$ cat config.mk
export PLATFORM = sky130hd
export DESIGN_NAME = shift_left_seq
export DESIGN_NICKNAME = d
export VERILOG_FILES = /design/src/rtl/shift_left_seq.sv
export SDC_FILE = /design/constraint.sdc
export NUM_CORES = 1
export LEC_CHECK = 0
export BUFFER_PORTS_ARGS = -buffer_cell sky130_fd_sc_hd__buf_2
export CORE_MARGIN = 2
export CORE_UTILIZATION = 48
export DETAILED_ROUTE_END_ITERATION = 10
export PLACE_DENSITY = 0.86
export REMOVE_ABC_BUFFERS = 1
export SETUP_SLACK_MARGIN = 0.02
export SLEW_MARGIN = 10
export SYNTH_ARGS = -nofsm -noshare
export SYNTH_HDL_FRONTEND = slang
export SYNTH_SLANG_ARGS = --single-unit
$ cat constraint.sdc
create_clock -name clk -period 1.5 [get_ports clk]
set_clock_uncertainty 0.15 [all_clocks]
set_input_delay 0.225 -clock clk [delete_from_list [all_inputs] [get_ports clk]]
set_output_delay 0.225 -clock clk [all_outputs]
set_load 0.03 [all_outputs]
$ cat src/rtl/shift_left_seq.sv
// Multi-cycle left-shift sequencer: loads a word, then shifts one bit per clock for shamt cycles.
// Define ROTATE_EN to refill the LSB with the outgoing MSB (rotate) instead of the captured sin.
module shift_left_seq #(
    parameter int WIDTH = 16,
    parameter int CNT_W = 4
) (
    input  logic             clk,
    input  logic             rst,
    input  logic             start,
    input  logic [WIDTH-1:0] load_data,
    input  logic [CNT_W-1:0] shamt,
    input  logic             sin,
    output logic [WIDTH-1:0] data_out,
    output logic             cout,
    output logic             busy,
    output logic             done
);

    typedef enum logic [1:0] {StIdle, StShift, StDone} state_e;

    state_e             state_q, state_d;
    logic [WIDTH-1:0]   data_q, data_d;
    logic [CNT_W-1:0]   cnt_q, cnt_d;
    logic               cout_q, cout_d;
    logic               shift_in;

    localparam logic [CNT_W-1:0] CntOne = {{(CNT_W-1){1'b0}}, 1'b1};

`ifdef ROTATE_EN
    // sin has no role when rotating; the LSB takes the outgoing MSB.
    logic unused_sin;
    assign unused_sin = sin;
    assign shift_in   = data_q[WIDTH-1];
`else
    logic fill_q, fill_d;

    always_ff @(posedge clk) begin
        if (rst) begin
            fill_q <= 1'b0;
        end else begin
            fill_q <= fill_d;
        end
    end

    always_comb begin
        fill_d = fill_q;
        if (state_q == StIdle && start) begin
            fill_d = sin;
        end
    end

    assign shift_in = fill_q;
`endif

    always_ff @(posedge clk) begin
        if (rst) begin
            state_q <= StIdle;
            data_q  <= '0;
            cnt_q   <= '0;
            cout_q  <= 1'b0;
        end else begin
            state_q <= state_d;
            data_q  <= data_d;
            cnt_q   <= cnt_d;
            cout_q  <= cout_d;
        end
    end

    always_comb begin
        state_d = state_q;
        data_d  = data_q;
        cnt_d   = cnt_q;
        cout_d  = cout_q;
        unique case (state_q)
            StIdle: begin
                if (start) begin
                    data_d  = load_data;
                    cnt_d   = shamt;
                    cout_d  = 1'b0;
                    state_d = (shamt != '0) ? StShift : StDone;
                end
            end
            StShift: begin
                data_d = {data_q[WIDTH-2:0], shift_in};
                cout_d = data_q[WIDTH-1];
                cnt_d  = cnt_q - CntOne;
                if (cnt_q == CntOne) begin
                    state_d = StDone;
                end
            end
            StDone: begin
                state_d = StIdle;
            end
            default: begin
                state_d = StIdle;
            end
        endcase
    end

    assign data_out = data_q;
    assign cout     = cout_q;
    assign busy     = (state_q == StShift);
    assign done     = (state_q == StDone);

endmodule

**Word-level counts from Yosys, hierarchy flattened**

Cells that the tools add are included.

- Register bits: 24
- Input bits: 24
- Output and inout port bits: 19
- Logic and storage cells: 27

- $add $sub $neg: 1
- Equal/unequal tests: 5
- Multiplexer cells: 10
- Reductions and logical operators: 6

Operators by type and width:

| kind | number |
|---|---|
| $pmux W16 S2 | 1 |
| $mux W16 | 1 |
| $pmux W4 S2 | 1 |
| $mux W2 | 3 |
| $eq A4 B1 Y1 const B | 1 |
| $mux W4 | 1 |
| $pmux W2 S2 | 1 |
| $reduce_and A2 Y1 | 2 |
| $reduce_bool A4 Y1 | 1 |
| $sub A4 B1 Y4 const B | 1 |
| $eq A2 B1 Y1 const B | 1 |
| $eq A2 B2 Y1 const B | 1 |
| $logic_not A2 Y1 | 1 |
| $ne A2 B1 Y1 const B | 1 |
| $ne A2 B2 Y1 const B | 1 |
| $pmux W1 S2 | 1 |
| $reduce_bool A2 Y1 | 1 |
| $logic_and A1 B1 Y1 | 1 |
| $mux W1 | 1 |

**Longest topological paths before layout**

- Depth after elaboration: 4
- Mapped depth: 6
- Gate-level depth less buffers: 5

**Worst setup path after synthesis**

OpenSTA, ideal clock, no wires.

- Path kind: register to register
- Start: reg state_q[1]
- End: reg cnt_q[1]
- Library setup time: 0.086 ns
- Data arrival time: 1.090 ns
- Data required time: 1.264 ns
- Path slack: 0.174 ns
- Stages on the path, launching flop included: 7
- Path buffers: 2
- Period minus slack after synthesis: 1.326 ns
- Cells stage by stage: dfxtp_1 -> buf_4 -> nand2b_4 -> buf_6 -> inv_2 -> a211oi_1 -> a211oi_1

- Word-level cells in the longest chain between the ends: 3
- Elaborated cells between the ends (all ways): 6
- Those cells by class: eq/ne (2); mux (1); reduce/logical (3)

Ends and longest elaborated chain:

| what | RTL line | text |
|---|---|---|
| from (decl) | 21 | `state_e state_q, state_d;` |
| from (signal assigned) | 57 | `state_q <= StIdle;` |
| from (signal assigned) | 62 | `state_q <= state_d;` |
| $eq A2 B1 Y1 * | - |  |
| named net busy | 15 | `output logic busy,` |
| $reduce_bool A2 Y1 (no line) | - |  |
| $reduce_and A2 Y1 (no line) | - |  |
| to (signal assigned) | 64 | `cnt_q <= cnt_d;` |
| to (decl) | 23 | `logic [CNT_W-1:0] cnt_q, cnt_d;` |

The timed path passes the listed nets; every way through them passes the cells marked *.
A chain may end at the register's enable or synchronous reset.

**Final worst setup path**

- Start: reg state_q[0]
- End: out done

- Word-level cells in the longest chain between the ends: 1

Ends and longest elaborated chain:

| what | RTL line | text |
|---|---|---|
| $eq A2 B2 Y1 | 103 | `assign done = (state_q == StDone);` |
| to (decl) | 16 | `output logic done` |

No other way between the ends.

==> metrics.md <==
| Metric | Value |
|---|---|
| N_diodes | 0 |
| Finished Core Util | 67.4% |
| IO buf count | 42 |
| Commonest non-fill, non-tap cell in the layout | buf_2 |
| Pwr Total | 0.00181 W |
| H-tree level count | 1 |
| R2r setup slk | 0.09 ns |
| CTS tree | done |
| Main synth FF type | dfxtp_1 |
| Full die area | 2860 µm² |
| First-iteration detailed-routing DRC count | 33 |
| Drt via density | 5.55 |
| Post-route minimum period | 1.45 ns |
| Final Hold Vio Count | 0 |
| Vias in the first global route | 1037 |
| DRT Wirelength | 2.73 mm |
| Setup violators final | 0 |
| CTS buffer count | 3 |
| Share of layout cells above drive strength 1 | 34.2% |
| Setup slack at placement | 0.0709 ns |
| Post-Syn Area | 1170 µm² |
| Area of the core | 2250 µm² |
| Status | completed |
| CP max FO | 4 |
| HP Start | load_data[9] |
| Post-synth ARST share | 0% |
| Leakage | 0.704 nW |
| Average wire per cell in the routed design | 12.7 µm |
| Slew headroom | 71.2% |
| Max Cap Violations | 0 |
| Crit path top cell by count | buf_6 |
| HPWL after detailed placement | 1.97 mm |
| Reg-to-reg startpoint | state_q[1] |
| Sequential fraction of the synthesis area | 40.9% |
| Die height | 53.4 µm |
| Reg2Reg Depth | 5 |
| Finished layout cell area | 1520 µm² |
| Initial Util | 52.1% |
| Crit share post-route | 96.4% |
| CTS sink cnt | 24 |
| First-pass detailed-route iteration total | 4 |
| Crit path from | state_q[0] |
| Setup ws final | 0.0537 ns |
| Fmax | 691 MHz |
| CP max stage delay | 0.39 ns |
| Flops & latches, synth | 24 |
| Layout fillers | 185 |
| Critical Path End Type | output port |
| Routed Antenna Nets | 0 |
| # rows | 17 |
| Power Density | 1190 nW/µm² |
| Hold_ws | 0.00533 ns |
| CP top delay family | flip-flops |
| First-pass GRT wire length | 4.33 mm |
| Reg clk slew, reported paths | 0.14 ns |
| Area grow syn2layout | 29.4% |
| RSZ-0062 raised after global routing | true |
| Crit path DAT | 1.07 ns |
| Largest net degree at the start of global routing | 24 |
| CP max stage cell | dfxtp_4 |
| Critical Path Sink | done |
| Via count | 1194 |
| Aggregate global routing overflow | 0 |
| Reg2reg end | data_out[4] |
| Most frequent cells in the layout | buf_2 (40), nand2_1 (34), dfxtp_1 (22) |
| Clock buffer depth | 2 |
| Synth warnings | 0 |
| Avg Inst Size Synth | 8.26 µm² |
| Gpl congestion | 0.818 |
| GR Util All Layers | 20.5% |
| WP buf/inv | 2 |
| Cell count after synthesis | 142 |
| Required time of the critical path | 1.12 ns |
| I/O pins | 43 |
| Worst vdd ir | 0.771 mV |
| Final Slew Violations | 0 |
| Hold Crit Class | input pin to flop |
| Number of synthesized flops with an enable pin | 0 |
| Startpoint Class | flop |
| Post-placement cell area | 1370 µm² |
| Levels on crit path | 3 |
| Root buf cell | clkbuf_4 |
| Die width | 53.4 µm |
| Layout Nets | 214 |
| Worst Tran Pin Value | 0.433 ns |
| Post-synthesis cell type count | 32 |
| Residual DRC | 0 |
| Worst-Skew Late Latency | 0.31 ns |
| Critical path class | flop to output port |
| Cell Chain, Critical Path | buf_6 -> nor2b_4 -> buf_6 |
| Initial antenna violation count | 0 |
-- power by group --
part / internal [W] / total (W) / switching [W] / leakage [nW]
logic: 0.000226 / 0.000561 / 0.000335 / 0.476
registers: 0.000718 / 0.000784 / 0.0000664 / 0.200
clock network: 0.000270 / 0.000462 / 0.000192 / 0.0279
-- synth_stat cells (3+ instances only) --
cell      instances  area [µm²]
nand2_1          34         128
dfxtp_1          24         480
nor2_1           18        67.6
a311oi_1         16         140
a21oi_1           7        35.0
buf_2             4        20.0
inv_1             4        15.0
a211oi_1          3        22.5
buf_6             3        33.8
o21ai_0           3        15.0
-- flip-flops by register name, summed over array words and instances (netlist names) --
name / flops
cnt_q: 4
cout: 1
data_out: 16
fill_q: 1
state_q: 2
-- kinds of logic after synthesis --
family	synth area share, %
AND/OR/NAND/NOR	25.4
AO/OA/AOI/OAI	21.7
flip-flops	40.9
buffers and inverters	9.81
adder cells (fa/ha/maj)	2.13
-- what timing repair did --
item                                    4_1_cts  5_1_grt
hold buffers                                  1        0
hold endpoints to repair                      1        0
resized for setup                             8        7
pin swaps                                     0        0
setup buffers                                 3        2
endpoints found under the setup margin        2       16
-- through the flow --
stage                     setup TNS [ns]  std cells
final                                  0        215
after global routing                   0        215
after CTS                              0        213
after detailed placement               0        205
after global placement                 0        205
after floorplan                  -0.0657        130
-- how the worst min path moves through the flow --
stage	end	slack, ns	depth (start not counted)
2_1_floorplan	cnt_q[3]	0.14	1
3_3_place_gp	cout	0.31	2
3_5_place_dp	cout	0.32	2
4_1_cts	data_out[6]	0.002	3
5_1_grt	data_out[2]	0.003	3
6_report	data_out[9]	0.005	3
-- cell type report --
class | count | area (µm²) | share of cell area, %
inverter | 5 | 21.3 | 1.40
timing repair buffer | 53 | 332 | 21.8
multi-input combinational | 101 | 591 | 38.9
sequential | 24 | 488 | 32.1
clock buffer | 3 | 22.5 | 1.48
clock inverter | 1 | 30.0 | 1.98
tap | 28 | 35.0 | 2.31
-- tightest hold or removal path: stages --
cell and delay [ns]:
buf_2 0.09, nand2_1 0.04, a311oi_1 0.07
-- per-layer routing --
| metal | share of wire (%) | routed length, µm | GRT usage [%] | up-vias |
|---|---|---|---|---|
| li1 | - | - | - | 590 |
| met1 | 43 | 1170 | 25.1 | 556 |
| met2 | 50 | 1370 | 34.8 | 40 |
| met3 | 4.9 | 135 | 3.11 | 8 |
| met4 | 2.1 | 57 | 9.83 | 0 |
| met5 | 0 | 0 | 0 | - |
Note: power is estimated with default switching activity, not from simulation.
